==> src/rtl/fc_par_mac_pkg.sv <==
// Shared definitions for the fully-connected compute core: FSM encoding,
// default datapath widths and int8 output limits.
package fc_pkg;

  typedef enum logic [1:0] {
    IDLE  = 2'd0,
    ACC   = 2'd1,
    DRAIN = 2'd2,
    DONE  = 2'd3
  } fc_state_e;

  localparam int FC_DATA_W  = 8;
  localparam int FC_ACC_W   = 32;
  localparam int FC_LEN_W   = 12;
  localparam int FC_SHIFT_W = 5;

  localparam int INT8_MAX = 127;
  localparam int INT8_MIN = -128;

endpackage

==> src/rtl/fc_par_mac_if.sv <==
// Streaming ports of the FC core: input beats (feature + per-channel weights)
// and the requantised result stream.
interface fc_par_mac_if
  import fc_pkg::*;
#(
  parameter int NUM_CH = 4,
  parameter int DATA_W = FC_DATA_W
) ();

  logic                       in_valid;
  logic                       in_ready;
  logic signed [DATA_W-1:0]   in_feat;
  logic [NUM_CH*DATA_W-1:0]   in_wgt;
  logic                       out_valid;
  logic                       out_ready;
  logic signed [DATA_W-1:0]   out_data;
  logic                       out_last;

  modport slave (
    input  in_valid, in_feat, in_wgt, out_ready,
    output in_ready, out_valid, out_data, out_last
  );

  modport master (
    output in_valid, in_feat, in_wgt, out_ready,
    input  in_ready, out_valid, out_data, out_last
  );

endinterface

==> src/rtl/fc_par_mac_requant.sv <==
// Requantisation of one accumulator: arithmetic right shift, optional ReLU,
// then saturation to the signed output width.
module fc_requant
  import fc_pkg::*;
#(
  parameter int ACC_W   = FC_ACC_W,
  parameter int DATA_W  = FC_DATA_W,
  parameter int SHIFT_W = FC_SHIFT_W
) (
  input  logic signed [ACC_W-1:0]   i_acc,
  input  logic        [SHIFT_W-1:0] i_shift,
  input  logic                      i_relu,
  output logic signed [DATA_W-1:0]  o_q
);

  localparam logic signed [ACC_W-1:0] SAT_HI = {{(ACC_W-DATA_W+1){1'b0}}, {(DATA_W-1){1'b1}}};
  localparam logic signed [ACC_W-1:0] SAT_LO = {{(ACC_W-DATA_W+1){1'b1}}, {(DATA_W-1){1'b0}}};

  function automatic logic signed [DATA_W-1:0] sat(input logic signed [ACC_W-1:0] v);
    if (v > SAT_HI)      return SAT_HI[DATA_W-1:0];
    else if (v < SAT_LO) return SAT_LO[DATA_W-1:0];
    else                 return v[DATA_W-1:0];
  endfunction

  logic signed [ACC_W-1:0] w_shr;
  logic signed [ACC_W-1:0] w_rel;

  always_comb begin
    w_shr = i_acc >>> i_shift;
    w_rel = (i_relu && (w_shr < 0)) ? '0 : w_shr;
    o_q   = sat(w_rel);
  end

endmodule

==> src/rtl/fc_par_mac.sv <==
// Fully-connected core: NUM_CH parallel MAC accumulators over a streamed input
// vector, drained one channel per handshake through a shared requantiser.
module fc_par_mac
  import fc_pkg::*;
#(
  parameter  int NUM_CH  = 4,
  parameter  int DATA_W  = FC_DATA_W,
  parameter  int ACC_W   = FC_ACC_W,
  parameter  int LEN_W   = FC_LEN_W,
  parameter  int SHIFT_W = FC_SHIFT_W,
  localparam int IDX_W   = (NUM_CH > 1) ? $clog2(NUM_CH) : 1
) (
  input  logic                      clk,
  input  logic                      rstn,
  input  logic                      start,
  input  logic [LEN_W-1:0]          in_len,
  input  logic [NUM_CH*ACC_W-1:0]   bias,
  input  logic [SHIFT_W-1:0]        shift,
  input  logic                      relu_en,
  output logic                      busy,
  output logic                      done,
  output logic [IDX_W-1:0]          max_index,
  fc_par_mac_if.slave               bus
);

  function automatic logic signed [ACC_W-1:0] mac_term(input logic signed [DATA_W-1:0] f,
                                                       input logic signed [DATA_W-1:0] w);
    logic signed [2*DATA_W-1:0] p;
    p = f * w;
    return ACC_W'(p);
  endfunction

  fc_state_e                r_state, w_state_d;
  logic [LEN_W-1:0]         r_len, r_cnt;
  logic [SHIFT_W-1:0]       r_shift, w_shift;
  logic                     r_relu, w_relu;
  logic [IDX_W-1:0]         r_ptr, w_ptr_d, r_best_idx, w_win_idx, r_max_index;
  logic signed [DATA_W-1:0] r_best_val, r_out_data, w_req;
  logic signed [ACC_W-1:0]  r_acc [NUM_CH];
  logic signed [ACC_W-1:0]  w_acc_d [NUM_CH];
  logic signed [ACC_W-1:0]  w_req_acc;
  logic r_in_ready, r_out_valid, r_out_last, r_busy, r_done;
  logic w_start, w_load, w_beat, w_out_hs, w_last_ch, w_take;

  assign w_start   = (r_state == IDLE) && start;
  assign w_beat    = (r_state == ACC) && bus.in_valid;
  assign w_out_hs  = r_out_valid && bus.out_ready;
  assign w_last_ch = (r_ptr == IDX_W'(NUM_CH-1));
  assign w_take    = (r_ptr == '0) || (r_out_data > r_best_val);
  assign w_win_idx = w_take ? r_ptr : r_best_idx;

  // Requant settings are still on the input pins during the start cycle.
  assign w_shift   = (r_state == IDLE) ? shift   : r_shift;
  assign w_relu    = (r_state == IDLE) ? relu_en : r_relu;
  assign w_req_acc = w_acc_d[w_ptr_d];

  always_comb begin
    w_state_d = r_state;
    w_ptr_d   = r_ptr;
    w_load    = 1'b0;
    case (r_state)
      IDLE: if (start) begin
        w_ptr_d = '0;
        if (in_len == '0) begin
          w_state_d = DRAIN;
          w_load    = 1'b1;
        end else begin
          w_state_d = ACC;
        end
      end
      ACC: if (w_beat && (r_cnt == r_len - LEN_W'(1))) begin
        w_state_d = DRAIN;
        w_ptr_d   = '0;
        w_load    = 1'b1;
      end
      DRAIN: if (w_out_hs) begin
        if (w_last_ch) begin
          w_state_d = DONE;
        end else begin
          w_ptr_d = r_ptr + IDX_W'(1);
          w_load  = 1'b1;
        end
      end
      default: w_state_d = IDLE;
    endcase
  end

  // MAC array: next accumulator values feed both the registers and the
  // requantiser, so channel 0 is ready the cycle after the last beat.
  always_comb begin
    for (int k = 0; k < NUM_CH; k++) begin
      w_acc_d[k] = r_acc[k];
      if (w_start)
        w_acc_d[k] = bias[k*ACC_W +: ACC_W];
      else if (w_beat)
        w_acc_d[k] = r_acc[k] + mac_term(bus.in_feat, bus.in_wgt[k*DATA_W +: DATA_W]);
    end
  end

  fc_requant #(
    .ACC_W   (ACC_W),
    .DATA_W  (DATA_W),
    .SHIFT_W (SHIFT_W)
  ) u_requant (
    .i_acc   (w_req_acc),
    .i_shift (w_shift),
    .i_relu  (w_relu),
    .o_q     (w_req)
  );

  always_ff @(posedge clk or negedge rstn) begin
    if (!rstn) begin
      r_state     <= IDLE;
      r_ptr       <= '0;
      r_len       <= '0;
      r_cnt       <= '0;
      r_shift     <= '0;
      r_relu      <= 1'b0;
      r_out_data  <= '0;
      r_best_val  <= '0;
      r_best_idx  <= '0;
      r_max_index <= '0;
      r_in_ready  <= 1'b0;
      r_out_valid <= 1'b0;
      r_out_last  <= 1'b0;
      r_busy      <= 1'b0;
      r_done      <= 1'b0;
      for (int k = 0; k < NUM_CH; k++) r_acc[k] <= '0;
    end else begin
      r_state     <= w_state_d;
      r_ptr       <= w_ptr_d;
      r_in_ready  <= (w_state_d == ACC);
      r_out_valid <= (w_state_d == DRAIN);
      r_out_last  <= (w_state_d == DRAIN) && (w_ptr_d == IDX_W'(NUM_CH-1));
      r_busy      <= (w_state_d != IDLE);
      r_done      <= (w_state_d == DONE);
      for (int k = 0; k < NUM_CH; k++) r_acc[k] <= w_acc_d[k];
      if (w_start) begin
        r_len   <= in_len;
        r_shift <= shift;
        r_relu  <= relu_en;
        r_cnt   <= '0;
      end else if (w_beat) begin
        r_cnt   <= r_cnt + LEN_W'(1);
      end
      if (w_load) r_out_data <= w_req;
      // Running argmax over emitted values; strict compare keeps the lowest index on ties.
      if (w_out_hs) begin
        if (w_take) r_best_val <= r_out_data;
        r_best_idx <= w_win_idx;
        if (w_last_ch) r_max_index <= w_win_idx;
      end
    end
  end

  assign bus.in_ready  = r_in_ready;
  assign bus.out_valid = r_out_valid;
  assign bus.out_data  = r_out_data;
  assign bus.out_last  = r_out_last;
  assign busy          = r_busy;
  assign done          = r_done;
  assign max_index     = r_max_index;

endmodule

==> src/flat_wrapper.sv <==
// flat-port wrapper written by rule: the top's interface ports become plain ports
module fc_par_mac_flat import fc_pkg::*;
#(
  parameter  int NUM_CH  = 4,
  parameter  int DATA_W  = FC_DATA_W,
  parameter  int ACC_W   = FC_ACC_W,
  parameter  int LEN_W   = FC_LEN_W,
  parameter  int SHIFT_W = FC_SHIFT_W,
  localparam int IDX_W   = (NUM_CH > 1) ? $clog2(NUM_CH) : 1
)
  (clk, rstn, start, in_len, bias, shift, relu_en, busy, done, max_index, bus_in_valid, bus_in_feat, bus_in_wgt, bus_out_ready, bus_in_ready, bus_out_valid, bus_out_data, bus_out_last);
  fc_par_mac_if #(.NUM_CH(NUM_CH), .DATA_W(DATA_W)) bus_i ();
  input  logic clk;
  input  logic rstn;
  input  logic start;
  input  logic [LEN_W-1:0] in_len;
  input  logic [NUM_CH*ACC_W-1:0] bias;
  input  logic [SHIFT_W-1:0] shift;
  input  logic relu_en;
  output logic busy;
  output logic done;
  output logic [IDX_W-1:0] max_index;
  input wire logic [$bits(bus_i.in_valid)-1:0] bus_in_valid;
  input wire logic [$bits(bus_i.in_feat)-1:0] bus_in_feat;
  input wire logic [$bits(bus_i.in_wgt)-1:0] bus_in_wgt;
  input wire logic [$bits(bus_i.out_ready)-1:0] bus_out_ready;
  output wire logic [$bits(bus_i.in_ready)-1:0] bus_in_ready;
  output wire logic [$bits(bus_i.out_valid)-1:0] bus_out_valid;
  output wire logic [$bits(bus_i.out_data)-1:0] bus_out_data;
  output wire logic [$bits(bus_i.out_last)-1:0] bus_out_last;
  assign bus_i.in_valid = bus_in_valid;
  assign bus_i.in_feat = bus_in_feat;
  assign bus_i.in_wgt = bus_in_wgt;
  assign bus_i.out_ready = bus_out_ready;
  assign bus_in_ready = bus_i.in_ready;
  assign bus_out_valid = bus_i.out_valid;
  assign bus_out_data = bus_i.out_data;
  assign bus_out_last = bus_i.out_last;
  fc_par_mac #(.NUM_CH(NUM_CH), .DATA_W(DATA_W), .ACC_W(ACC_W), .LEN_W(LEN_W), .SHIFT_W(SHIFT_W)) u_core (.clk(clk), .rstn(rstn), .start(start), .in_len(in_len), .bias(bias), .shift(shift), .relu_en(relu_en), .busy(busy), .done(done), .max_index(max_index), .bus(bus_i));
endmodule
==> config.mk <==
export PLATFORM = sky130hd
export DESIGN_NAME = fc_par_mac_flat
export DESIGN_NICKNAME = d
export VERILOG_FILES = /design/src/rtl/fc_par_mac_pkg.sv /design/src/rtl/fc_par_mac_if.sv /design/src/rtl/fc_par_mac_requant.sv /design/src/rtl/fc_par_mac.sv /design/src/flat_wrapper.sv
export SDC_FILE = /design/constraint.sdc
export NUM_CORES = 2
export LEC_CHECK = 0
export CAP_MARGIN = 30
export CORE_UTILIZATION = 63
export DETAILED_ROUTE_END_ITERATION = 8
export GPL_TIMING_DRIVEN = 0
export PLACE_DENSITY_LB_ADDON = 0.08
export RECOVER_POWER = 50
export SYNTH_ARGS = -nofsm -noshare
export SYNTH_HDL_FRONTEND = slang
export SYNTH_SLANG_ARGS = --single-unit
==> constraint.sdc <==
create_clock -name clk -period 8.3 [get_ports clk]
set_clock_uncertainty 0.05 [all_clocks]
set_input_delay 1.245 -clock clk [delete_from_list [all_inputs] [get_ports clk]]
set_output_delay 1.245 -clock clk [all_outputs]
set_load 0.02 [all_outputs]
==> metrics.cfg, run 1 <==
[run_status]
outcome = did not finish
stop_stage = 5_1_grt
error_line = [ERROR GRT-0232] Routing congestion too high. Check the congestion heatmap in the GUI.

[logic_synthesis]
yosysUniqueCellTypes = 96
synthSimpleGateAreaFrac_pct = 16.2
syn_nets = 5093
avgSynthCellArea_um2 = 8.88
netlist_area_um2 = 36100
synth_fa_ha_area_share_pct = 40.2
synthFlopType = dfrtp_1
synth_xor_area_share_pct = 2.30
synth-compound-area-share_pct = 19.4
synth_seq_area_share_pct = 13.0
ys_warn_count = 0
ys_ff_latch = 187
synthMuxAreaShare_pct = 2.18
synth_top_family_by_area = adder cells
syn_inst = 4068
synth-edff-count = 0
synth-async-reset-ratio_pct = 100

[placement]
dp_hpwl_mm = 122
place.gp.congestion = 1.10
io_buffer_count = 201
dp.cells = 5044

[sta]
crit_endpoint = u_core.bus.out_data[4]$_DFFE_PN0P_/D
worstEpCategory = register data pin

[floorplanning]
fp.dieH_um = 241
dieWidth_um = 241
num_io_pins = 206
rows = 87
start_util_pct = 63.9

[clocking]
cts_buffers = 17
root_buffer = clkbuf_16
clock_path_buffers = 2
numClockSinks = 187
htreeDepth = 4

[grt]
grt_start_max_net_pins = 102
gr-usage-all-layers_pct = 77.2
gr-total-overflow = 3

synthesized netlist by cell type, types with 23 or more instances:
| master | count | area share (%) |
|---|---|---|
| dfrtp_1 | 187 | 13 |
| o21ai_0 | 192 | 2.7 |
| a21o_1 | 53 | 1.1 |
| fa_1 | 544 | 30 |
| ha_1 | 290 | 10 |
| nor3_1 | 60 | 0.83 |
| nand4_1 | 42 | 0.73 |
| nand3_1 | 65 | 0.90 |
| o21a_1 | 34 | 0.71 |
| or3_1 | 28 | 0.48 |
| a21oi_1 | 206 | 2.9 |
| xnor2_1 | 61 | 1.5 |
| o211ai_1 | 83 | 1.7 |
| clkbuf_1 | 146 | 1.5 |
| a211oi_1 | 49 | 1.0 |
| buf_1 | 35 | 0.36 |
| a31oi_1 | 70 | 1.2 |
| and2_1 | 160 | 2.8 |
| nand2b_1 | 23 | 0.40 |
| inv_1 | 422 | 4.4 |
| a22oi_1 | 46 | 0.96 |
| nand2_1 | 453 | 4.7 |
| mux2i_1 | 49 | 1.4 |
| xor2_1 | 34 | 0.82 |
| o22ai_1 | 23 | 0.40 |
| and3_1 | 35 | 0.61 |
| nor2_1 | 246 | 2.6 |
stage by stage:
step | cell area (um^2) | TNS, ps | setup slack [ps]
2_1_floorplan | 36300 | 0 | 0.816
3_5_place_dp | 39500 | -39970 | -3440
3_3_place_gp | 39300 | -538860 | -3440
4_1_cts | 43600 | 0 | 5.66
per-layer routing:
layer / GRT usage [%] / GRT overflow
met4: 69.8 / 1
met2: 90.8 / 2
met5: 50.8 / 0
met3: 66.1 / 0
met1: 78.0 / 0
kinds of logic after synthesis:
| logic type | count (synthesis) |
|---|---|
| AO/OA/AOI/OAI | 1034 |
| AND/OR/NAND/NOR | 1216 |
| multiplexers | 73 |
| buffers and inverters | 629 |
| flip-flops | 187 |
| adder cells (fa/ha/maj) | 834 |
| XOR/XNOR | 95 |
repair_timing:
item                       CTS
resized for setup          537
setup endpoints to repair   15
hold buffers                 0
pin swaps                  121
gates cloned                 9
buffers inserted           172
==> inputs of run 2 (changes only) <==
CORE_UTILIZATION = 40   (was 63)
PLACE_DENSITY_LB_ADDON = 0.15   (was 0.08)
==> run 2 against run 1 <==
- the flow now finishes, with violations (max-capacitance violations, max-slew violations, negative setup slack)
- synthesized cell count stayed put
- area after synthesis stayed put
==> metrics.cfg, run 2 <==
[run_status]
outcome = finished with violations  ; was did not finish
violations = max-capacitance violations, max-slew violations, negative setup slack

[logic_synthesis]
synth_xor_area_share_pct = 2.30  ; unchanged
yosysTopAreaCellShare_pct = 30.1  ; unchanged
syn_inst = 4068  ; unchanged
ys_ff_latch = 187  ; unchanged
synth-async-reset-ratio_pct = 100  ; unchanged
synth-edff-count = 0  ; unchanged
avgSynthCellArea_um2 = 8.88  ; unchanged
synthFlopType = dfrtp_1  ; unchanged
synth_seq_area_share_pct = 13.0  ; unchanged
synthMuxAreaShare_pct = 2.18  ; unchanged
synthTopCellsByArea = fa_1, dfrtp_1, ha_1  ; unchanged
yosysUniqueCellTypes = 96  ; unchanged
synth_fa_ha_area_share_pct = 40.2  ; unchanged
netlist_area_um2 = 36100  ; unchanged
synth_top_family_by_area = adder cells  ; unchanged
yosysMostFrequentCell = fa_1  ; unchanged
syn_nets = 5093  ; unchanged
synthTopCellsByCount = fa_1, nand2_1, inv_1, ha_1, nor2_1  ; unchanged
ys_warn_count = 0  ; unchanged
synthSimpleGateAreaFrac_pct = 16.2  ; unchanged
synth-compound-area-share_pct = 19.4  ; unchanged
synth_top_area_cell = fa_1  ; unchanged

[grt]
grt_start_max_net_pins = 77
gr-usage-all-layers_pct = 36.4
gr-total-overflow = 0
grt_pass1_vias = 34986
antenna_found_initial = 4
grt_pass1_wl_mm = 239

[sta]
relSlewSlack_pct = -155
drv_slew = 192
period_share_pct = 102
setup_viol = 7
timing.final.ws_setup_ps = -205
hold_ws_ps = 428
finalHoldViolCount = 0
tightest_slew_ps = 3830
clock.fmax_mhz = 118
post-route-min-period_ps = 8510
rsz0062_at_grt = true

[clocking]
htreeDepth = 4  ; unchanged
clock_path_buffers = 2  ; unchanged
root_buffer = clkbuf_16  ; unchanged
clkTransAtPathRegs_ps = 80
numClockSinks = 187  ; unchanged
clk-insertion-delay-late_ps = 520
cts_hold_buf = 0  ; unchanged
cts_buffers = 17  ; unchanged
cts_tree = done

[floorplanning]
start_util_pct = 40.6  ; was 63.9%
die_area_um2 = 91500
dieWidth_um = 303  ; was 241 um
core_area_um2 = 88900
num_io_pins = 206  ; unchanged
fp.dieH_um = 303  ; was 241 um
rows = 109  ; was 87

[finish]
areaGrowthSynthToFinish_pct = 25.9
regArea_um2 = 4680
fill_cells = 8441
design_area_um2 = 45500
largestRegisters = u_core.r_acc x128, u_core.r_cnt x12, u_core.r_len x12
finalNetCount = 5555
final_common_cell = fa_1
drive_gt1_share_pct = 18.2
largest_reg_flops = 128
largest-register = u_core.r_acc
instances_no_fill = 5709
multi_input_area_um2 = 31500
layout_common_cells = fa_1, nand2_1, inv_1

[critical_path]
crit_chain = clkdlybuf4s50_1, clkbuf_1, or3b_2, clkbuf_1, clkbuf_1, buf_8, clkbuf_1, clkbuf_1, clkbuf_1, nor2_1, a31oi_1, nand2_1, and3_1, a31oi_1, mux2i_1, nand2_1, o21ai_0, mux4_2, nor2_1, a21oi_1, o22ai_2
crit_required_ps = 8690
crit_fanout = 10
arrival_ps = 8900
start_kind = primary input
critPathMostFrequentCell = clkbuf_1
endpoint_kind = register
critPathBufInv = 8
crit_type = primary input to register
critical_path.top_delay_family = buffers and inverters
critPathSlowestCell = clkbuf_1
cpPeakStageDelay_ps = 740

[placement]
dp_hpwl_mm = 130  ; was 122 mm
place_area_um2 = 40400  ; was 39500 um^2
place.gp.congestion = 1.06  ; was 1.10
io_buffer_count = 201  ; unchanged
dp.cells = 5477  ; was 5044

[job]
drv_cap = 3

[routing]
wl_mm = 166
first_iter_violations = 3808
detail_route.wl_per_cell_um = 29.0
vias = 35138
ant_nets = 0
viasPerCell = 6.15
drcViolationCount = 0
drt_pass1_iterations = 6

[hold_path]
hold_path_class = register to register

run 2: layer usage:
layer	wire length (um)	share of wire [%]	global-route usage [%]
met1	65300	39	47.1
met2	72600	44	55.6
met3	15600	9.4	7.92
met4	12100	7.3	22.4
met5	25	0.015	0
run 2: final cells by class:
| class | instances | share of cell area, % |
|---|---|---|
| well taps | 1165 | 3.20 |
| plain buffers | 183 | 2.40 |
| flip-flops and latches | 187 | 10.3 |
| clock inverters | 12 | 0.349 |
| clock buffers | 20 | 1.00 |
| inverters | 428 | 3.68 |
| diodes | 1 | 0.00550 |
| repair buffers | 453 | 9.79 |
| multi-input cells | 3260 | 69.3 |
run 2: path summary, 6_finish.rpt:
path | slack [ps] | endpoint | startpoint | depth (start not counted)
min in group asynchronous | 1930 | u_core.r_acc[98] | rstn | 1
worst min register to register | 430 | u_core.r_relu | u_core.r_relu | 2
worst min-delay path | 430 | u_core.r_relu | u_core.r_relu | 2
worst max-delay path | -210 | u_core.bus.out_data[1] | start | 21
worst max register to register | 450 | u_core.bus.out_data[1] | u_core.r_state[0] | 22
max in group asynchronous | 1180 | u_core.r_best_val[4] | rstn | 2
run 2: kinds of logic (layout without fill, tap and decap cells):
family,after synthesis,in the layout
other,0,1
AND/OR/NAND/NOR,1216,1224
multiplexers,73,73
AO/OA/AOI/OAI,1034,1034
adder cells (fa/ha/maj),834,834
buffers and inverters,629,1096
flip-flops,187,187
XOR/XNOR,95,95
run 2: per-stage QoR:
step                TNS [ps]  setup slack [ps]  utilization [%]
detailed placement    -49920             -3680             45.4
floorplan                  0             0.816                -
global placement     -687460             -3680             44.7
global route           -2700              -295             51.1
CTS                     -144             -50.9             49.8
finish                 -1110              -205             51.2
run 2: worst min-delay path, stage by stage (launching register included):
cell and delay, ps:
dfrtp_1 350, nand2_1 50, nand2_1 50
run 2: repair_timing:
action                                  CTS  global route
setup buffers                           153            46
pin swaps                               107            91
endpoints found under the setup margin   21             7
cloned                                   13             1
gates resized for setup                 525           222
Power of run 2 is left out: the tool's default activity adds up to more than one toggle a clock period on the data nets, which glitch-free logic cannot reach.
